[config.mk]
export PLATFORM = sky130hd
export DESIGN_NAME = alu_arbiter_flat
export DESIGN_NICKNAME = d
export VERILOG_FILES = /design/src/rtl/alu_arbiter_if.sv /design/src/rtl/alu_arbiter.sv /design/src/flat_wrapper.sv
export SDC_FILE = /design/constraint.sdc
export NUM_CORES = 2
export LEC_CHECK = 0
export ABC_AREA = 0
export CORE_MARGIN = 3
export CORE_UTILIZATION = 50
export CTS_BUF_LIST = sky130_fd_sc_hd__clkbuf_16
export DETAILED_ROUTE_END_ITERATION = 10
export PLACE_DENSITY = 0.72
export SLEW_MARGIN = 10
export SYNTH_ARGS = -nofsm -noshare
export SYNTH_HDL_FRONTEND = slang
export SYNTH_SLANG_ARGS = --single-unit
[constraint.sdc]
create_clock -name clk -period 26.8 [get_ports clk]
set_clock_uncertainty 0.1 [all_clocks]
set_input_delay 2.68 -clock clk [delete_from_list [all_inputs] [get_ports clk]]
set_output_delay 2.68 -clock clk [all_outputs]
set_load 0.01 [all_outputs]
[src/rtl/alu_arbiter_if.sv]
// alu_arbiter_if
//   Bundles the two requester channels, the result channel and the delivered
//   result count that connect the issue logic to the shared ALU.
//   master : the requester/consumer side (drives requests and rsp_ready)
//   slave  : the shared ALU side (drives readies, result and op_count)
//   Signals per requester N in {0,1}: reqN_valid, reqN_ready, reqN_sel[2:0],
//   reqN_a/reqN_b[DATA_WIDTH-1:0].
//   Result: rsp_valid, rsp_ready, rsp_id, rsp_data[DATA_WIDTH-1:0], rsp_zero,
//   op_count[CNT_WIDTH-1:0].
interface alu_arbiter_if #(
   parameter int DATA_WIDTH = 32,
   parameter int CNT_WIDTH  = 16
) ();
   logic                  req0_valid;
   logic                  req0_ready;
   logic [2:0]            req0_sel;
   logic [DATA_WIDTH-1:0] req0_a;
   logic [DATA_WIDTH-1:0] req0_b;
   logic                  req1_valid;
   logic                  req1_ready;
   logic [2:0]            req1_sel;
   logic [DATA_WIDTH-1:0] req1_a;
   logic [DATA_WIDTH-1:0] req1_b;
   logic                  rsp_valid;
   logic                  rsp_ready;
   logic                  rsp_id;
   logic [DATA_WIDTH-1:0] rsp_data;
   logic                  rsp_zero;
   logic [CNT_WIDTH-1:0]  op_count;

   modport master (
      output req0_valid, req0_sel, req0_a, req0_b,
      input  req0_ready,
      output req1_valid, req1_sel, req1_a, req1_b,
      input  req1_ready,
      input  rsp_valid, rsp_id, rsp_data, rsp_zero, op_count,
      output rsp_ready
   );

   modport slave (
      input  req0_valid, req0_sel, req0_a, req0_b,
      output req0_ready,
      input  req1_valid, req1_sel, req1_a, req1_b,
      output req1_ready,
      output rsp_valid, rsp_id, rsp_data, rsp_zero, op_count,
      input  rsp_ready
   );
endinterface

[src/rtl/alu_arbiter.sv]
// alu_arbiter
//   Shares one ALU between two requesters with a round-robin arbiter. The
//   granted operation is computed in a single pass and captured in a
//   one-entry result register tagged with the requester id. A wrapping
//   counter tracks delivered results.
//   Ports:
//     clk   : rising-edge clock
//     rst_n : synchronous reset, active low
//     bus   : alu_arbiter_if.slave (request channels, result channel, op_count)
module alu_arbiter #(
   parameter int DATA_WIDTH = 32,
   parameter int CNT_WIDTH  = 16
) (
   input logic         clk,
   input logic         rst_n,
   alu_arbiter_if.slave bus
);

   function automatic logic [DATA_WIDTH-1:0] alu_calc(
      input logic [2:0]            sel,
      input logic [DATA_WIDTH-1:0] a,
      input logic [DATA_WIDTH-1:0] b
   );
      logic [DATA_WIDTH-1:0] r;
      r = '0;
      case (sel)
         3'b000:  r = a & b;
         3'b001:  r = a | b;
         3'b010:  r = a + b;
         3'b100:  r = a - b;
         3'b101:  r = a * b;
         3'b110:  r = {{(DATA_WIDTH-1){1'b0}}, (a < b)};
         default: r = '0;
      endcase
      return r;
   endfunction

   logic                  vld_p1;
   logic                  id_p1;
   logic [DATA_WIDTH-1:0] data_p1;
   logic                  zero_p1;
   logic [CNT_WIDTH-1:0]  count;
   logic                  last_grant;

   logic                  can_issue;
   logic                  grant0;
   logic                  grant1;
   logic                  xfer;
   logic                  deliver;
   logic [2:0]            sel_p0;
   logic [DATA_WIDTH-1:0] a_p0;
   logic [DATA_WIDTH-1:0] b_p0;
   logic [DATA_WIDTH-1:0] result_p0;

   // ---- stage p0: arbitration and ALU evaluation of the granted operands ----
   assign can_issue = !vld_p1 || bus.rsp_ready;
   // With both valid, the requester that was not served last wins; readies are
   // held low during reset so nothing is accepted then.
   assign grant0 = rst_n && can_issue && bus.req0_valid && (!bus.req1_valid || last_grant);
   assign grant1 = rst_n && can_issue && bus.req1_valid && (!bus.req0_valid || !last_grant);
   assign xfer    = grant0 || grant1;
   assign deliver = vld_p1 && bus.rsp_ready;

   assign bus.req0_ready = grant0;
   assign bus.req1_ready = grant1;

   assign sel_p0    = grant1 ? bus.req1_sel : bus.req0_sel;
   assign a_p0      = grant1 ? bus.req1_a   : bus.req0_a;
   assign b_p0      = grant1 ? bus.req1_b   : bus.req0_b;
   assign result_p0 = alu_calc(sel_p0, a_p0, b_p0);

   // ---- stage p1: one-entry result register and delivery counter ----
   always_ff @(posedge clk) begin
      if (!rst_n) begin
         vld_p1     <= 1'b0;
         id_p1      <= 1'b0;
         data_p1    <= '0;
         zero_p1    <= 1'b1;
         count      <= '0;
         last_grant <= 1'b1;
      end else begin
         if (deliver) begin
            count <= count + 1'b1;
         end
         // A transfer in the same cycle as a delivery overwrites the entry,
         // giving back-to-back results without a bubble.
         if (xfer) begin
            vld_p1     <= 1'b1;
            id_p1      <= grant1;
            data_p1    <= result_p0;
            zero_p1    <= (result_p0 == '0);
            last_grant <= grant1;
         end else if (deliver) begin
            vld_p1 <= 1'b0;
         end
      end
   end

   assign bus.rsp_valid = vld_p1;
   assign bus.rsp_id    = id_p1;
   assign bus.rsp_data  = data_p1;
   assign bus.rsp_zero  = zero_p1;
   assign bus.op_count  = count;

endmodule
[src/flat_wrapper.sv]
// flat-port wrapper written by rule: the top's interface ports become plain ports
module alu_arbiter_flat 
#(
   parameter int DATA_WIDTH = 32,
   parameter int CNT_WIDTH  = 16
)
  (clk, rst_n, bus_req0_valid, bus_req0_sel, bus_req0_a, bus_req0_b, bus_req0_ready, bus_req1_valid, bus_req1_sel, bus_req1_a, bus_req1_b, bus_req1_ready, bus_rsp_valid, bus_rsp_id, bus_rsp_data, bus_rsp_zero, bus_op_count, bus_rsp_ready);
  alu_arbiter_if #(.DATA_WIDTH(DATA_WIDTH), .CNT_WIDTH(CNT_WIDTH)) bus_i ();
  input logic clk;
  input logic rst_n;
  input wire logic [$bits(bus_i.req0_valid)-1:0] bus_req0_valid;
  input wire logic [$bits(bus_i.req0_sel)-1:0] bus_req0_sel;
  input wire logic [$bits(bus_i.req0_a)-1:0] bus_req0_a;
  input wire logic [$bits(bus_i.req0_b)-1:0] bus_req0_b;
  output wire logic [$bits(bus_i.req0_ready)-1:0] bus_req0_ready;
  input wire logic [$bits(bus_i.req1_valid)-1:0] bus_req1_valid;
  input wire logic [$bits(bus_i.req1_sel)-1:0] bus_req1_sel;
  input wire logic [$bits(bus_i.req1_a)-1:0] bus_req1_a;
  input wire logic [$bits(bus_i.req1_b)-1:0] bus_req1_b;
  output wire logic [$bits(bus_i.req1_ready)-1:0] bus_req1_ready;
  output wire logic [$bits(bus_i.rsp_valid)-1:0] bus_rsp_valid;
  output wire logic [$bits(bus_i.rsp_id)-1:0] bus_rsp_id;
  output wire logic [$bits(bus_i.rsp_data)-1:0] bus_rsp_data;
  output wire logic [$bits(bus_i.rsp_zero)-1:0] bus_rsp_zero;
  output wire logic [$bits(bus_i.op_count)-1:0] bus_op_count;
  input wire logic [$bits(bus_i.rsp_ready)-1:0] bus_rsp_ready;
  assign bus_i.req0_valid = bus_req0_valid;
  assign bus_i.req0_sel = bus_req0_sel;
  assign bus_i.req0_a = bus_req0_a;
  assign bus_i.req0_b = bus_req0_b;
  assign bus_req0_ready = bus_i.req0_ready;
  assign bus_i.req1_valid = bus_req1_valid;
  assign bus_i.req1_sel = bus_req1_sel;
  assign bus_i.req1_a = bus_req1_a;
  assign bus_i.req1_b = bus_req1_b;
  assign bus_req1_ready = bus_i.req1_ready;
  assign bus_rsp_valid = bus_i.rsp_valid;
  assign bus_rsp_id = bus_i.rsp_id;
  assign bus_rsp_data = bus_i.rsp_data;
  assign bus_rsp_zero = bus_i.rsp_zero;
  assign bus_op_count = bus_i.op_count;
  assign bus_i.rsp_ready = bus_rsp_ready;
  alu_arbiter #(.DATA_WIDTH(DATA_WIDTH), .CNT_WIDTH(CNT_WIDTH)) u_core (.clk(clk), .rst_n(rst_n), .bus(bus_i));
endmodule
# Word level (Yosys, flattened, before mapping)
# Cells that the tools add are included.
# totals
ff_bits	52
inputBits	139
out_inout_bits	53
elab_cells	41
# classes
n_addsub	3
mul	1
order_cmp	1
eq_ne	5
muxes	6
bitwise_logic	2
n_reduce_logical	17
# ops
cell	n
$pmux W32 S6	1
$mux W32	2
$add A32 B32 Y32	1
$and A32 B32 Y32	1
$logic_not A32 Y1	1
$lt A32 B32 Y1	1
$mul A32 B32 Y32	1
$or A32 B32 Y32	1
$sub A32 B32 Y32	1
$add A16 B1 Y16 const B	1
$eq A3 B3 Y1 const B	3
$logic_and A1 B1 Y1	6
$logic_not A1 Y1	4
$logic_or A1 B1 Y1	4
$eq A3 B1 Y1 const B	1
$eq A3 B2 Y1 const B	1
$logic_not A3 Y1	1
$mux W3	1
$mux W1	2
$reduce_bool A2 Y1	1

# Logic depth before layout (Yosys ltp)
# depth
word_depth	9
ltp_mapped	40

# Worst setup path before layout
# OpenSTA, ideal clock, no wires.
# synth_timing
path_type	input-to-reg
start	input bus_req1_valid
end	register u_core.zero_p1, in the netlist u_core.bus.rsp_zero
setup_time_ns	0.069
arrival_time_ns	11.011
required_ns	26.631
setup_slack_ns	15.620
stages	36
n_path_buf	5
cell_sequence	a21boi_4 -> nand3_4 -> inv_2 -> buf_6 -> buf_6 -> buf_2 -> buf_1 -> nand2_1 -> nand2_1 -> inv_1 -> clkbuf_1 -> nor2_1 -> fa_1 -> fa_1 -> fa_1 -> inv_1 -> fa_1 -> inv_1 -> fa_1 -> inv_1 -> fa_1 -> inv_1 -> fa_1 -> fa_1 -> ha_1 -> and3_1 -> nand2_1 -> or4_1 -> a311o_1 -> o21ai_0 -> nor2_1 -> xnor2_1 -> a221o_1 -> a21oi_1 -> nand4_1 -> o21ai_1
# synth_between
elab_chain_cells	6
word_cells_on_any_way	23
cone_classes	2 x add/sub; 1 x mul; 1 x order compare; 5 x eq/ne; 4 x mux; 2 x bitwise; 8 x reduce/logical
# synth_lines
item	line	rtl
from (decl)	flat_wrapper.sv:16	input wire logic [$bits(bus_i.req1_valid)-1:0] bus_req1_valid;
$logic_and A1 B1 Y1 (2 in a row)	alu_arbiter.sv:60	assign grant1 = rst_n && can_issue && bus.req1_valid && (!bus.req0_valid || !last_grant);
$mux W32 (tied with other cells)	alu_arbiter.sv:68	assign a_p0 = grant1 ? bus.req1_a : bus.req0_a;
$mul A32 B32 Y32 (tied with other cells)	alu_arbiter.sv:31	3'b101: r = a * b;
$pmux W32 S6	alu_arbiter.sv:26	case (sel)
$logic_not A32 Y1	alu_arbiter.sv:91	zero_p1 <= (result_p0 == '0);
to (signal assigned)	alu_arbiter.sv:91	
to (decl)	alu_arbiter.sv:41	logic zero_p1;
# Parallel ways exist; a longest one is shown, timed or not.
# A chain may end at the register's enable or synchronous reset.

# Final worst setup path
# Ends and elaborated chain as after synthesis.

==> flow_summary.yaml <==
detailed_routing:
  viasPerCell: 5.99
  num_vias: 22096
  drt-pass1-iter-count: 6
  ant_nets: 0
  drc_errors: 0
  post_drt_wl_per_cell_um: 25.4
  dr.first_iter.drc_count: 2039
  routed_wl_mm: 93.8
synthesis:
  ys_ff_latch: 52
  synth_cell_types: 90
  synthFlopType: "dfxtp_1"
  yosysSeqAreaShare: 0.0444
  synth.area.top_cells: "fa_1 (35%), ha_1 (12%), nand2_1 (7.7%)"
  syn_area_per_cell_sq_um: 7.88
  synthesis.area_sq_um: 23500
  synth.net_count: 3749
  yosys.area.top_type: "fa_1"
  ys_async_sr_fraction: 0
  ys_warn_count: 0
  synth_top_area_frac: 0.350
  syn_inst: 2980
  synth_edf_count: 0
grt:
  antenna_found_initial: 1
  grt_max_degree: 79
  overflow: 0
  globalRouteTotalUtil: 0.377
  grt_pass1_wl_mm: 142
  grt_pass1_vias: 23177
final_layout:
  diodes: 0
  syn2layout_area_growth_pct: 11.1
  final_area_sq_um: 26100
  drive_gt1_frac: 0.0291
  nets: 3858
clock_tree:
  cts.sink_count: 52
  cts_max_path_buffers: 2
  ctsHoldBuffers: 0
  cts_tree: "yes"
  cts_resized: 0
  path_clk_slew_ps: 80
  cts_root_buffer: "clkbuf_16"
  numCtsBuffers: 5
  postCtsSetupRepairBufs: 0
  clk_latency_ps: 300
  h-tree-depth: 2
setup_path:
  crit_fanout: 59
  endpoint_kind: "flop"
  critical_path.most_common_cell: "fa_1"
  start_kind: "primary input"
  slowest_delay_ps: 1140
  arrival_ps: 13930
  cp_slowest_cell: "clkinv_1"
  worstPathRequired_ps: 26940
  critPathKind: "primary input to flop"
placed_design:
  place.gp.congestion: 1.01
  post-dp-hpwl_mm: 75.0
  place_area_sq_um: 25900
  port_buffers: 191
timing:
  min_period_ps: 13800
  setup_viol: 0
  whs_ps: 369
  hold_viol: 0
  rsz0062_at_grt: "false"
  fmaxAchievable_ghz: 0.0725
  worstMarginPinSlew_ps: 1240
  relSlewSlack: 0.174
  timing.final.crit_share: 0.515
  tns_ps: 0
  slew_violations: 0
floorplan:
  die_area_sq_um: 49600
  initial_core_util: 0.512
  die_x_um: 223
  core_sq_um: 45900
  rows: 78
  io_pins: 192
  fp.dieH_um: 223
worst_hold_path:
  hold_class: "flop to flop"
flow_run:
  maxCapViolCount: 0
status:
  status: "finished, final reports clean"
## state kept, by name, summed over array words and instances (netlist names)
register and cells:
u_core.bus.op_count 16, u_core.bus.rsp_data 32, u_core.bus.rsp_id 1, u_core.bus.rsp_valid 1, u_core.bus.rsp_zero 1, u_core.last_grant 1
## layer usage
metal	GRT usage	up-vias	wire length [um]
li1	-	9665	-
met1	0.479	10921	35600
met2	0.615	1263	43400
met3	0.0794	245	9140
met4	0.180	2	5660
met5	0	-	13
## cell families (layout without fill, tap and decap cells)
| kind of cell | after synthesis | in the layout | synth area share |
|---|---|---|---|
| adders and majority gates | 630 | 630 | 0.467 |
| xor gates and xnor gates | 138 | 138 | 0.0544 |
| muxes | 32 | 32 | 0.0138 |
| and+or+nand+nor | 1108 | 1108 | 0.197 |
| buffers and inverters | 619 | 729 | 0.101 |
| DFF | 52 | 52 | 0.0444 |
| AOI/OAI and AO/OA | 401 | 401 | 0.122 |
## worst max-delay path: cells and delay by family
family	cells	cell delay, ps
compound gates	6	1580
simple gates	9	2480
buf+inv	10	3020
fa+ha+maj	9	3900
xor+xnor	1	200
## per-stage QoR
| stage | setup WS [ps] | util | cells |
|---|---|---|---|
| after global placement | 13140 | 0.565 | 3682 |
| after floorplan | 15620 | - | 2980 |
| after detailed placement | 13000 | 0.565 | 3682 |
| final | 13000 | 0.568 | 3690 |
| after CTS | 13270 | 0.568 | 3690 |
| after global routing | 12500 | 0.568 | 3690 |
## final timing paths
| check | startpoint | endpoint | slack (ps) | cells after the start |
|---|---|---|---|---|
| worst min register to register | u_core.bus.rsp_id$_SDFFE_PN0P_ | u_core.bus.rsp_id$_SDFFE_PN0P_ | 370 | 2 |
| worst min-delay path | u_core.bus.rsp_id$_SDFFE_PN0P_ | u_core.bus.rsp_id$_SDFFE_PN0P_ | 370 | 2 |
| worst max register to register | u_core.last_grant$_SDFFE_PN1P_ | u_core.bus.rsp_zero$_SDFFE_PN1P_ | 15580 | 34 |
| worst max-delay path | bus_req1_valid | u_core.bus.rsp_zero$_SDFFE_PN1P_ | 13000 | 35 |
## cells in the final DEF, fill, tap and decap left out, drive strengths merged, types with 9 or more instances in the layout
master         count
nor3              33
nand2b            11
nor4              19
a21o              27
nor2b             18
a31oi             14
a211oi            37
buf               35
fa               410
o21bai            10
xor2              36
a221oi            10
clkdlybuf4s50    191
nand3             31
o21a              13
nand4             18
a221o             10
clkinv            13
xnor2             97
or3                9
nand2            486
o22ai             10
nor2             436
o221ai            11
o211ai            17
inv              484
and3              11
a21oi             80
o31ai             15
o21ai             64
dfxtp             52
mux2i             30
ha               220
## Yosys cell counts (10+ instances only)
cell,count
a21o_1,27
o211ai_1,17
xor2_1,36
a21oi_1,80
nand2b_1,10
fa_1,410
clkbuf_1,78
mux2i_1,30
o21a_1,13
o221ai_1,11
and3_1,11
nor3_1,33
ha_1,220
o21bai_1,10
dfxtp_1,52
a211oi_1,37
nor4_1,19
o21ai_0,60
xnor2_1,97
nand2_1,483
nor2b_1,18
nor2_1,435
inv_1,474
o22ai_1,10
buf_1,28
a31oi_1,13
clkinv_1,13
a221o_1,10
nand4_1,18
o31ai_1,14
nand3_1,30
buf_2,12
## cell type report
type / instances / area (sq um)
fillers: 4302 / 19800
clock inverters: 3 / 25.0
repair buffers: 226 / 2170
flip-flops and latches: 52 / 1040
clock buffers: 5 / 125
well taps: 600 / 751
inverters: 495 / 1860
multi-input cells: 2309 / 20100
Power is left out: the tool's default activity adds up to more than one toggle a clock period on the data nets, which glitch-free logic cannot reach.
